`src/rtl/wb_arbiter_2m.sv`:
```
// -----------------------------------------------------------------------------
// wb_arbiter_2m
//
// Two-master / one-slave Wishbone arbiter that sits in front of the frequency
// counter's shared register bus. Master 0 is the control unit, master 1 is the
// UART command bridge. The bus is granted for a whole Wishbone cycle, ties are
// broken round-robin, and a master holding LOCK keeps the grant across gaps in
// its CYC. Only the granted master is muxed onto the slave and only it sees
// ack/err/rty; slave read data is broadcast to both masters.
//
// Build option:
//   WB_ARB_TIMEOUT_EN - when defined, a stall counter forces an error to the
//                       granted master after TIMEOUT_CYCLES cycles of strobe
//                       with no slave response. Undefined by default, in which
//                       case the arbiter waits on the slave indefinitely.
//
// Parameters:
//   AW, DW, SW      address / data / byte-select widths
//   TIMEOUT_CYCLES  stall limit for the optional timeout
//
// Ports:
//   clk_i, rst_i                   clock, synchronous active-high reset
//   m0_*_i / m1_*_i                master requests (cyc, stb, we, lock, addr,
//                                  write data, select)
//   m0_*_o / m1_*_o                read data, ack, err, rty back to masters
//   s_*_o                          muxed request towards the slave
//   s_dat_i, s_ack_i, s_err_i,
//   s_rty_i                        slave responses
//   gnt_o                          one-hot grant (bit0 = m0, bit1 = m1)
// -----------------------------------------------------------------------------
module wb_arbiter_2m #(
  parameter int AW             = 32,
  parameter int DW             = 32,
  parameter int SW             = 8,
  parameter int TIMEOUT_CYCLES = 255
) (
  input  logic          clk_i,
  input  logic          rst_i,

  input  logic          m0_cyc_i,
  input  logic          m0_stb_i,
  input  logic          m0_we_i,
  input  logic          m0_lock_i,
  input  logic [AW-1:0] m0_addr_i,
  input  logic [DW-1:0] m0_dat_i,
  input  logic [SW-1:0] m0_sel_i,
  output logic [DW-1:0] m0_dat_o,
  output logic          m0_ack_o,
  output logic          m0_err_o,
  output logic          m0_rty_o,

  input  logic          m1_cyc_i,
  input  logic          m1_stb_i,
  input  logic          m1_we_i,
  input  logic          m1_lock_i,
  input  logic [AW-1:0] m1_addr_i,
  input  logic [DW-1:0] m1_dat_i,
  input  logic [SW-1:0] m1_sel_i,
  output logic [DW-1:0] m1_dat_o,
  output logic          m1_ack_o,
  output logic          m1_err_o,
  output logic          m1_rty_o,

  output logic          s_cyc_o,
  output logic          s_stb_o,
  output logic          s_we_o,
  output logic          s_lock_o,
  output logic [AW-1:0] s_addr_o,
  output logic [DW-1:0] s_dat_o,
  output logic [SW-1:0] s_sel_o,
  input  logic [DW-1:0] s_dat_i,
  input  logic          s_ack_i,
  input  logic          s_err_i,
  input  logic          s_rty_i,

  output logic [1:0]    gnt_o
);

  // One-hot state encoding: bit gi set means master gi owns the bus, so the
  // state register doubles as the grant vector.
  localparam logic [1:0] ST_IDLE = 2'b00;
  localparam logic [1:0] ST_GNT0 = 2'b01;
  localparam logic [1:0] ST_GNT1 = 2'b10;

  logic [1:0] state_reg, state_next;
  // Master granted most recently (0 = m0, 1 = m1). Resets to m1 so that m0
  // wins the first tie.
  logic       last_gnt_reg, last_gnt_next;

  // Master-side signals gathered into arrays indexed by master number.
  logic [1:0]    cyc, stb, we, lock;
  logic [AW-1:0] addr [2];
  logic [DW-1:0] wdat [2];
  logic [SW-1:0] sel  [2];

  assign cyc     = {m1_cyc_i,  m0_cyc_i};
  assign stb     = {m1_stb_i,  m0_stb_i};
  assign we      = {m1_we_i,   m0_we_i};
  assign lock    = {m1_lock_i, m0_lock_i};
  assign addr[0] = m0_addr_i;
  assign addr[1] = m1_addr_i;
  assign wdat[0] = m0_dat_i;
  assign wdat[1] = m1_dat_i;
  assign sel[0]  = m0_sel_i;
  assign sel[1]  = m1_sel_i;

  // Forced error from the stall timeout (constant low when not built in).
  logic timeout_hit;

  // ---------------------------------------------------------------------------
  // Grant FSM
  // ---------------------------------------------------------------------------
  always_comb begin
    state_next    = state_reg;
    last_gnt_next = last_gnt_reg;
    case (state_reg)
      ST_IDLE: begin
        // Only live requests are considered, so a master that drops cyc
        // before being granted is simply forgotten.
        if (cyc == 2'b11) begin
          state_next    = last_gnt_reg ? ST_GNT0 : ST_GNT1;
          last_gnt_next = ~last_gnt_reg;
        end else if (cyc[0]) begin
          state_next    = ST_GNT0;
          last_gnt_next = 1'b0;
        end else if (cyc[1]) begin
          state_next    = ST_GNT1;
          last_gnt_next = 1'b1;
        end
      end
      // Release always goes through IDLE, giving one dead cycle between
      // grants even with the other master waiting.
      ST_GNT0: begin
        if (!cyc[0] && !lock[0]) begin
          state_next = ST_IDLE;
        end
      end
      ST_GNT1: begin
        if (!cyc[1] && !lock[1]) begin
          state_next = ST_IDLE;
        end
      end
      default: begin
        state_next = ST_IDLE;
      end
    endcase
  end

  always_ff @(posedge clk_i) begin
    if (rst_i) begin
      state_reg    <= ST_IDLE;
      last_gnt_reg <= 1'b1;
    end else begin
      state_reg    <= state_next;
      last_gnt_reg <= last_gnt_next;
    end
  end

  assign gnt_o = state_reg;

  // ---------------------------------------------------------------------------
  // Request mux towards the slave (combinational on registered state)
  // ---------------------------------------------------------------------------
  logic owner;
  assign owner = state_reg[1];

  always_comb begin
    s_cyc_o  = 1'b0;
    s_stb_o  = 1'b0;
    s_we_o   = 1'b0;
    s_lock_o = 1'b0;
    s_addr_o = '0;
    s_dat_o  = '0;
    s_sel_o  = '0;
    if (state_reg != ST_IDLE) begin
      s_cyc_o  = cyc[owner];
      s_stb_o  = stb[owner];
      s_we_o   = we[owner];
      s_lock_o = lock[owner];
      s_addr_o = addr[owner];
      s_dat_o  = wdat[owner];
      s_sel_o  = sel[owner];
    end
  end

  // ---------------------------------------------------------------------------
  // Response routing: only the granted master sees ack/err/rty
  // ---------------------------------------------------------------------------
  logic [1:0] m_ack, m_err, m_rty;

  for (genvar gi = 0; gi < 2; gi++) begin : g_resp
    assign m_ack[gi] = state_reg[gi] & s_ack_i;
    // A timeout error supersedes whatever the slave drives on err.
    assign m_err[gi] = state_reg[gi] & (timeout_hit | s_err_i);
    assign m_rty[gi] = state_reg[gi] & s_rty_i;
  end

  assign m0_ack_o = m_ack[0];
  assign m0_err_o = m_err[0];
  assign m0_rty_o = m_rty[0];
  assign m1_ack_o = m_ack[1];
  assign m1_err_o = m_err[1];
  assign m1_rty_o = m_rty[1];

  assign m0_dat_o = s_dat_i;
  assign m1_dat_o = s_dat_i;

  // ---------------------------------------------------------------------------
  // Optional stall timeout
  // ---------------------------------------------------------------------------
`ifdef WB_ARB_TIMEOUT_EN
  localparam int CW = (TIMEOUT_CYCLES < 1) ? 1 : $clog2(TIMEOUT_CYCLES + 1);

  logic [CW-1:0] stall_cnt_reg, stall_cnt_next;
  logic          slave_resp;

  assign slave_resp  = s_ack_i | s_err_i | s_rty_i;
  // The counter value equals the number of stalled strobe cycles already
  // seen, so the error lands in the cycle after TIMEOUT_CYCLES stalls.
  assign timeout_hit = s_stb_o && (stall_cnt_reg == CW'(TIMEOUT_CYCLES));

  always_comb begin
    stall_cnt_next = stall_cnt_reg;
    if (timeout_hit || slave_resp || (state_next != state_reg)) begin
      stall_cnt_next = '0;
    end else if (s_stb_o) begin
      stall_cnt_next = stall_cnt_reg + CW'(1);
    end
  end

  always_ff @(posedge clk_i) begin
    if (rst_i) begin
      stall_cnt_reg <= '0;
    end else begin
      stall_cnt_reg <= stall_cnt_next;
    end
  end
`else
  // No stall limit in this build: the comparison is constant false and only
  // keeps the (unused) limit parameter referenced.
  assign timeout_hit = (TIMEOUT_CYCLES < 0);
`endif

endmodule

```
`config.mk`:
```
export PLATFORM = sky130hd
export DESIGN_NAME = wb_arbiter_2m
export DESIGN_NICKNAME = d
export VERILOG_FILES = /design/src/rtl/wb_arbiter_2m.sv
export SDC_FILE = /design/constraint.sdc
export NUM_CORES = 1
export LEC_CHECK = 0
export ABC_CLOCK_PERIOD_IN_PS = 2400
export BUFFER_PORTS_ARGS = -buffer_cell sky130_fd_sc_hd__buf_2
export CAP_MARGIN = 20
export CORE_AREA = 4 4 130 132
export DETAILED_ROUTE_END_ITERATION = 6
export DIE_AREA = 0 0 134 136
export PLACE_DENSITY = 0.36
export SLEW_MARGIN = 20
export SYNTH_ARGS = -nofsm -noshare
export SYNTH_HDL_FRONTEND = slang
export SYNTH_SLANG_ARGS = --single-unit
```
`constraint.sdc`:
```
create_clock -name clk_i -period 2.4 [get_ports clk_i]
set_input_delay 0.6 -clock clk_i [delete_from_list [all_inputs] [get_ports clk_i]]
set_output_delay 0.6 -clock clk_i [all_outputs]
set_load 0.02 [all_outputs]
```
==> results of run 1 <==
==> routing by layer <==
| metal | GRT usage, % | share of wire, % | up-vias |
|---|---|---|---|
| met3 | 2.11 | 11 | 32 |
| li1 | - | - | 955 |
| met5 | 0 | 0 | - |
| met2 | 15.5 | 53 | 129 |
| met1 | 7.75 | 34 | 893 |
| met4 | 2.91 | 2.4 | 0 |
==> critical path: stages, from the launching register on <==
cell     delay, ns
dfxtp_2       0.31
and2b_4       0.26
buf_12        0.30
a22o_1        0.23
buf_2         0.18
==> cell usage in the layout, fill, tap and decap left out <==
cell       count
dfxtp_1        2
clkbuf_16      3
a22o_1        76
buf_12         1
buf_4          3
o21ai_0        2
o21bai_1       1
and2b_4        1
nor3_1         1
inv_1          1
a21oi_1        1
dfxtp_2        1
a211oi_1       2
clkbuf_1       1
nand2_1        2
and2_1         6
o21ai_1        1
buf_2        240
nor2_1         1
==> through the flow <==
| step | utilization, % | cell area [sq um] | setup WS, ns | cells | total power [mW] |
|---|---|---|---|---|---|
| after floorplan | - | 1430 | 0.569 | 179 | 0.584 |
| after global placement | 15.0 | 2350 | 0.478 | 558 | 0.705 |
| after detailed placement | 15.0 | 2350 | 0.480 | 558 | 0.705 |
| after CTS | 15.5 | 2430 | 0.240 | 562 | 0.979 |
| after global routing | 15.5 | 2430 | 0.195 | 562 | 1.03 |
| final | 15.5 | 2430 | 0.263 | 562 | 0.968 |
==> cells by family (layout without fill, tap and decap cells) <==
kind of cell | Yosys count | after routing
AOI/OAI and AO/OA | 83 | 83
buffers and inverters | 82 | 249
DFF | 3 | 3
and+or+nand+nor | 11 | 11
==> path summary, 6_finish.rpt <==
| path | end | cells past startpoint | start | slack [ns] |
|---|---|---|---|---|
| setup / recovery | s_addr_o[23] | 4 | gnt_o[1] | 0.26 |
| setup reg to reg | gnt_o[1] | 3 | gnt_o[1] | 1.36 |
| hold / removal | last_gnt_reg | 2 | last_gnt_reg | 0.52 |
| hold reg to reg | last_gnt_reg | 2 | last_gnt_reg | 0.52 |
==> layout make-up <==
type,instances,area [sq um]
fill,1831,13300
timing repair buffer,244,1240
multi-input combinational,94,772
tap,216,270
clock buffer,4,78.8
sequential,3,61.3
inverter,1,3.75
==> power groups by stage <==
stage | clock network (mW) | registers (mW) | logic [mW]
floorplan | 0 | 0.0631 | 0.521
global placement | 0 | 0.0586 | 0.646
detailed placement | 0 | 0.0584 | 0.646
CTS | 0.272 | 0.0578 | 0.649
global route | 0.281 | 0.0582 | 0.690
finish | 0.266 | 0.0578 | 0.644
==> synth_stat cells <==
cell type,n
a21oi_1,1
clkbuf_1,4
inv_1,1
a22o_1,76
a211oi_1,2
nor2_1,1
o21ai_1,1
buf_6,5
and2_1,6
buf_1,2
nor3_1,1
buf_2,6
and2b_4,1
dfxtp_1,3
buf_4,64
o21bai_1,1
o21ai_0,2
nand2_1,2
==> results.py, run 1 <==
metrics = {
    "logic_synthesis": {
        "synth_xor_area_share_pct": 0,
        "ys_seq_area_share_pct": 4.21,
        "synth_top_family_by_area": "compound AO/OA/AOI/OAI gates",
        "ys_types": 18,
        "synth_cells": 179,
        "syn_area_sq_um": 1430,
        "synth_compound_area_share_pct": 49.7,
        "synth_top_area_share_pct": 46.7,
        "yosysWarnings": 0,
        "yosys.area_share.simple_pct": 4.48,
        "synth_seq_cells": 3,
        "yosysTopAreaCell": "a22o_1",
        "synth_area_leaders": "a22o_1 47%, buf_4 34%, dfxtp_1 4.2%",
        "muxShareOfSynthArea_pct": 0,
        "synth_nets": 368,
        "syn-mean-instance-area_sq_um": 7.96,
        "synth_fa_ha_area_share_pct": 0,
    },
    "route": {
        "drc": 0,
        "vias": 2009,
        "first_pass_iters": 4,
        "drt_iter0_markers": 45,
        "post_drt_wl_per_cell_microns": 14.9,
        "vias_per_cell": 3.57,
        "postRouteWirelength_mm": 8.35,
        "ant_nets": 0,
    },
    "power": {
        "switching_share_pct": 43.1,
        "vdd_drop_max_mv": 0.342,
        "p_switching_mw": 0.417,
        "p_seq_share_pct": 6.0,
        "internal-power_mw": 0.551,
        "power.density_nw_per_um2": 398,
        "p_leak_nw": 1.45,
        "power_frac_comb_pct": 66.5,
        "p_clk_share_pct": 27.5,
    },
    "clocking": {
        "h-tree-depth": 1,
        "path_clk_slew_ns": 0.03,
        "cts_tree": "done",
        "cts_resized": 0,
        "cts_sinks": 3,
        "holdBufCountCts": 0,
        "clockBufferDepth": 2,
        "cts_setup_buffers": 0,
        "cts_root_buf": "clkbuf_16",
        "cts_buffers": 3,
        "clk_latency_ns": 0.22,
    },
    "timing": {
        "rsz0062_at_grt": "no",
        "max_slew.worst_pin.slew_ns": 0.550,
        "hold_violations": 0,
        "hold-worst-slack_ns": 0.517,
        "setup_tns_ns": 0,
        "setup_violations": 0,
        "fin_crit_sh_pct": 89.1,
        "slew_violations": 0,
        "finalCriticalPeriod_ns": 2.14,
        "maxClockFrequency_ghz": 0.468,
        "fin_worst_skew_ns": 0.000535,
        "slew_headroom_pct": 63.4,
    },
    "die": {
        "start_util_pct": 9.07,
        "die_w_microns": 134,
        "die_area_sq_um": 18200,
        "num_io_pins": 337,
        "die_height_microns": 136,
        "num_rows": 46,
        "fp.coreArea_sq_um": 15700,
    },
    "critical_path": {
        "arrival_ns": 1.54,
        "crit_fanout": 75,
        "cp-start-kind": "register",
        "worstPathRequired_ns": 1.80,
        "critPathKind": "register to output port",
        "cp-end-kind": "output port",
    },
    "layout": {
        "largest_reg_flops": 2,
        "syn_to_final_growth_pct": 70.5,
        "drive_gt1_share_pct": 72.0,
        "antenna_cells": 0,
        "num-nets-final": 536,
    },
    "global_routing": {
        "grt-ovfl-total": 0,
        "grt_use_total_pct": 7.83,
        "grt_pass1_wl_mm": 11.5,
        "first_global_vias": 2005,
        "grt_max_degree": 76,
        "antenna_found_initial": 0,
    },
    "placement": {
        "dp_hpwl_mm": 6.96,
        "io_buffers": 240,
        "gp_congestion": 0.744,
    },
    "job": {
        "maxCapViolations": 0,
    },
    "outcome": {
        "status": "completed",
    },
    "hold_path": {
        "hold_class": "register to register",
    },
}
(Power assumes the default switching activity.)
==> run 2, diff against run 1 <==
--- a/config.mk
+++ b/config.mk
@@ -5,13 +5,14 @@
 export SDC_FILE = /design/constraint.sdc
 export NUM_CORES = 1
 export LEC_CHECK = 0
+export ABC_AREA = 1
 export ABC_CLOCK_PERIOD_IN_PS = 2400
 export BUFFER_PORTS_ARGS = -buffer_cell sky130_fd_sc_hd__buf_2
 export CAP_MARGIN = 20
-export CORE_AREA = 4 4 130 132
+export CORE_AREA = 4 4 128 130
 export DETAILED_ROUTE_END_ITERATION = 6
-export DIE_AREA = 0 0 134 136
-export PLACE_DENSITY = 0.36
+export DIE_AREA = 0 0 132 134
+export PLACE_DENSITY = 0.38
 export SLEW_MARGIN = 20
 export SYNTH_ARGS = -nofsm -noshare
 export SYNTH_HDL_FRONTEND = slang
==> results.py, run 2 <==
metrics = {
    "logic_synthesis": {
        "yosysWarnings": 0,
        "synth_commonest_cells": "74 x a22o_1, 65 x buf_4, 13 x nand2_1",
        "ys.flop_type": "dfxtp_1",
        "synth_top_area_share_pct": 44.6,
        "synth_edf_count": 0,
        "synth_seq_cells": 3,
        "async_reset_ff_share_pct": 0,
        "yosysTopAreaCell": "a22o_1",
        "post-synth-top-count-cell": "a22o_1",
        "synth_area_leaders": "a22o_1 45%, buf_4 34%, dfxtp_1 4.1%",
        "syn_area_sq_um": 1450,
        "synth_cells": 195,
        "synth_nets": 384,
        "syn-mean-instance-area_sq_um": 7.46,
        "ys_seq_area_share_pct": 4.13,
        "ys_types": 15,
    },
    "die": {
        "num_rows": 45,
        "fp.coreArea_sq_um": 15100,
        "num_io_pins": 337,
        "start_util_pct": 9.60,
        "die_height_microns": 134,
        "die_area_sq_um": 17700,
        "die_w_microns": 132,
    },
    "layout": {
        "drive_gt1_share_pct": 69.0,
        "largest_reg_flops": 2,
        "final_common_cell": "buf_2",
        "syn_to_final_growth_pct": 67.3,
        "final_cell_mix": "240 x buf_2, 74 x a22o_1, 13 x nand2_1",
        "finalNonFillerCells": 549,
        "antenna_cells": 0,
        "num-nets-final": 551,
        "finish.utilization_pct": 16.1,
    },
    "clocking": {
        "clockBufferDepth": 2,
        "cts_setup_buffers": 0,
        "cts_buffers": 3,
        "cts_sinks": 3,
        "cts_resized": 0,
        "path_clk_slew_ns": 0.03,
        "h-tree-depth": 1,
        "cts_root_buf": "clkbuf_16",
        "cts_tree": "done",
        "holdBufCountCts": 0,
        "clk_latency_ns": 0.23,
    },
    "route": {
        "vias": 2048,
        "first_pass_iters": 4,
        "post_drt_wl_per_cell_microns": 13.5,
        "postRouteWirelength_mm": 7.40,
        "vias_per_cell": 3.73,
        "ant_nets": 0,
        "drc": 0,
        "drt_iter0_markers": 77,
    },
    "critical_path": {
        "crit_fanout": 37,
        "reg2reg_to": "last_gnt_reg",
        "cp-end-kind": "output port",
        "r2r_cells": 6,
        "regToRegStartpoint": "gnt_o[1]",
        "cp-start-kind": "register",
        "arrival_ns": 1.62,
        "worstPathRequired_ns": 1.80,
        "timing.reg2reg.setup_slack_ns": 1.19,
        "critPathKind": "register to output port",
    },
    "timing": {
        "max_slew.worst_pin.slew_ns": 0.388,
        "setup_violations": 0,
        "slew_headroom_pct": 74.2,
        "finalCriticalPeriod_ns": 2.22,
        "slew_violations": 0,
        "fin_crit_sh_pct": 92.6,
        "hold_violations": 0,
        "fin_worst_skew_ns": 0.00217,
        "maxClockFrequency_ghz": 0.450,
        "rsz0062_at_grt": "no",
        "setup_tns_ns": 0,
    },
    "power": {
        "power.density_nw_per_um2": 461,
        "p_leak_nw": 1.52,
        "vdd_drop_max_mv": 0.251,
    },
    "placement": {
        "dp_hpwl_mm": 6.37,
        "dpl.cell_count": 545,
        "gp_congestion": 0.802,
        "io_buffers": 240,
    },
    "global_routing": {
        "grt_max_degree": 82,
        "grt_pass1_wl_mm": 10.7,
        "grt-ovfl-total": 0,
        "grt_use_total_pct": 7.35,
        "antenna_found_initial": 0,
        "first_global_vias": 2110,
    },
    "hold_path": {
        "hold_start": "last_gnt_reg",
        "hold_class": "register to register",
        "min_path_cells": 2,
        "worstHoldEndpoint": "last_gnt_reg",
    },
    "job": {
        "maxCapViolations": 0,
    },
    "outcome": {
        "status": "completed",
    },
}
-- run 2: cell types whose count changed in the layout (fill, tap and decap cells not counted), sizes merged, moves of 3 or more --
cell   before  now
nand2       2   13
inv         1   11
and2        6    0
nor2        1    4
-- run 2: critical path, cell delays in order, from the launching register on --
cell and delay, ns:
dfxtp_1 0.41, inv_2 0.08, nor2_4 0.11, buf_4 0.36, a22o_1 0.23, buf_2 0.17
-- run 2: final cells by class --
class / count / area [sq um]
fillers: 1727 / 12700
repair buffers: 243 / 1250
multi-input cells: 100 / 767
well taps: 188 / 235
clock buffers: 4 / 78.8
flip-flops and latches: 3 / 61.3
inverters: 11 / 41.3
-- run 2: worst max-delay path by stage --
stage / start / endpoint / slack [ns] / cells after the start
6_report: gnt_o[0] / s_dat_o[2] / 0.18 / 5
5_1_grt: gnt_o[0] / s_dat_o[2] / 0.06 / 5
4_1_cts: gnt_o[0] / s_dat_o[2] / 0.15 / 5
3_5_place_dp: gnt_o[0] / s_dat_o[2] / 0.40 / 5
3_3_place_gp: gnt_o[0] / s_dat_o[2] / 0.43 / 5
2_1_floorplan: gnt_o[1] / s_addr_o[12] / 0.55 / 4
-- run 2: cells by family after synthesis --
group                  after synthesis  share of synthesized area (%)
AOI/OAI and AO/OA                   80                           46.6
DFF                                  3                           4.13
and+or+nand+nor                     20                           6.11
buffers and inverters               92                           43.1
-- run 2: stage by stage --
stage	worst slack [ns]	hold WS, ns	cell area (sq um)	power (mW)
CTS	0.154	0.503	2430	1.13
detailed placement	0.397	0.499	2350	0.861
floorplan	0.554	0.461	1450	0.700
global placement	0.431	0.485	2350	0.859
finish	0.178	0.492	2430	1.12
global route	0.0589	0.557	2430	1.20
-- run 2: metal layers --
layer  up-vias  track usage (%)  routed length [microns]
met5         -                0                        0
met4         0             2.80                      202
met3        23             2.18                      824
met2       159             13.2                     3610
met1       885             8.16                     2760
li1        981                -                        -
-- run 2: power breakdown --
part,switching (mW),internal (mW),total (mW)
combinational,0.459,0.331,0.790
clock,0.0479,0.219,0.267
sequential,0.00692,0.0571,0.0640
total,0.514,0.608,1.12
==> run 3, diff against run 2 <==
--- a/config.mk
+++ b/config.mk
@@ -10,6 +10,7 @@
 export BUFFER_PORTS_ARGS = -buffer_cell sky130_fd_sc_hd__buf_2
 export CAP_MARGIN = 20
 export CORE_AREA = 4 4 128 130
+export CTS_BUF_LIST = sky130_fd_sc_hd__clkbuf_8
 export DETAILED_ROUTE_END_ITERATION = 6
 export DIE_AREA = 0 0 132 134
 export PLACE_DENSITY = 0.38
==> results.py, run 3 (synthesis results as in run 2) <==
metrics = {
    "layout": {
        "finalNonFillerCells": 549,
        "drive_gt1_share_pct": 69.0,
        "syn_to_final_growth_pct": 65.0,
        "num-nets-final": 551,
        "antenna_cells": 0,
        "final_cell_mix": "240 x buf_2, 74 x a22o_1, 13 x nand2_1",
        "largest_reg_flops": 2,
        "seqCellArea_sq_um": 61.3,
        "num-fill-cells": 1729,
        "final_area_sq_um": 2400,
        "multi_input_area_sq_um": 767,
        "final_common_cell": "buf_2",
    },
    "route": {
        "ant_nets": 0,
        "vias_per_cell": 3.73,
        "drc": 0,
        "vias": 2049,
        "drt_iter0_markers": 77,
        "first_pass_iters": 4,
        "postRouteWirelength_mm": 7.39,
        "post_drt_wl_per_cell_microns": 13.5,
    },
    "timing": {
        "setup_violations": 0,
        "fin_crit_sh_pct": 92.4,
        "hold_violations": 0,
        "fin_worst_skew_ns": 0.00226,
        "finalCriticalPeriod_ns": 2.22,
        "maxClockFrequency_ghz": 0.451,
        "hold-worst-slack_ns": 0.492,
        "max_slew.worst_pin.slew_ns": 0.388,
        "slew_violations": 0,
        "rsz0062_at_grt": "no",
        "setup_tns_ns": 0,
        "slew_headroom_pct": 74.1,
    },
    "clocking": {
        "path_clk_slew_ns": 0.03,
        "clk_latency_ns": 0.22,
        "cts_sinks": 3,
        "cts_buffers": 3,
        "cts_resized": 0,
        "cts_tree": "done",
        "cts_root_buf": "clkbuf_8",
        "h-tree-depth": 1,
        "holdBufCountCts": 0,
        "cts_setup_buffers": 0,
        "clockBufferDepth": 2,
    },
    "critical_path": {
        "crit_fanout": 37,
        "worstPathRequired_ns": 1.80,
        "cp-end-kind": "output port",
        "timing.reg2reg.setup_slack_ns": 1.19,
        "r2r_cells": 6,
        "cp-start-kind": "register",
        "critPathKind": "register to output port",
        "arrival_ns": 1.62,
    },
    "die": {
        "start_util_pct": 9.60,
        "die_height_microns": 134,
        "fp.coreArea_sq_um": 15100,
        "num_rows": 45,
        "die_area_sq_um": 17700,
        "die_w_microns": 132,
        "num_io_pins": 337,
    },
    "placement": {
        "io_buffers": 240,
        "gp_congestion": 0.802,
        "dpl.cell_count": 545,
        "placed_area_sq_um": 2350,
        "dp_hpwl_mm": 6.37,
    },
    "global_routing": {
        "grt_use_total_pct": 7.35,
        "first_global_vias": 2110,
        "grt-ovfl-total": 0,
        "grt_max_degree": 82,
        "grt_pass1_wl_mm": 10.7,
        "use_met2_pct": 13.2,
        "antenna_found_initial": 0,
        "met3_usage_pct": 2.18,
        "grt-busiest-layer": "met2",
        "gr-usage-met1_pct": 8.16,
    },
    "power": {
        "p_switching_mw": 0.502,
        "switching_share_pct": 50.2,
        "p_clk_share_pct": 14.6,
        "internal-power_mw": 0.498,
        "power.density_nw_per_um2": 417,
        "power_frac_comb_pct": 79.0,
        "p_seq_share_pct": 6.4,
        "vdd_drop_max_mv": 0.153,
        "p_leak_nw": 1.50,
    },
    "job": {
        "maxCapViolations": 0,
    },
    "hold_path": {
        "hold_class": "register to register",
        "min_path_cells": 2,
    },
    "outcome": {
        "status": "completed",
    },
}
==> run 3: critical path, stage by stage (launching register included) <==
cell     delay [ns]
dfxtp_1        0.41
inv_2          0.08
nor2_4         0.11
buf_4          0.36
a22o_1         0.23
buf_2          0.17
==> run 3: worst paths after layout <==
| kind | startpoint | endpoint |
|---|---|---|
| worst min register to register | last_gnt_reg | last_gnt_reg |
| worst min-delay path | last_gnt_reg | last_gnt_reg |
| worst max-delay path | gnt_o[0] | s_dat_o[2] |
| worst max register to register | gnt_o[1] | last_gnt_reg |
==> run 3: power groups by stage <==
stage | registers [mW] | clock network (mW) | logic, mW
2_1_floorplan | 0.0664 | 0 | 0.634
5_1_grt | 0.0653 | 0.155 | 0.854
6_report | 0.0640 | 0.146 | 0.790
4_1_cts | 0.0643 | 0.148 | 0.797
3_5_place_dp | 0.0650 | 0 | 0.796
3_3_place_gp | 0.0645 | 0 | 0.794
==> run 3: layer usage <==
layer / vias to the layer above / share of wire [%]
met5: - / 0
met4: 0 / 2.7
met3: 23 / 11
met2: 159 / 49
met1: 886 / 37
li1: 981 / -
==> run 3: cell type report <==
class | instances | share of cell area (%)
sequential | 3 | 2.56
multi-input combinational | 100 | 32.0
clock buffer | 3 | 1.72
timing repair buffer | 243 | 52.1
clock inverter | 1 | 0.156
inverter | 11 | 1.72
tap | 188 | 9.81
==> run 3: per-stage QoR <==
step           setup WS [ns]  util [%]  power, mW
2_1_floorplan          0.554         -      0.700
3_3_place_gp           0.431      15.5      0.859
3_5_place_dp           0.397      15.5      0.861
4_1_cts                0.159      15.8       1.01
5_1_grt               0.0610      15.8       1.07
6_report               0.183      15.8       1.00
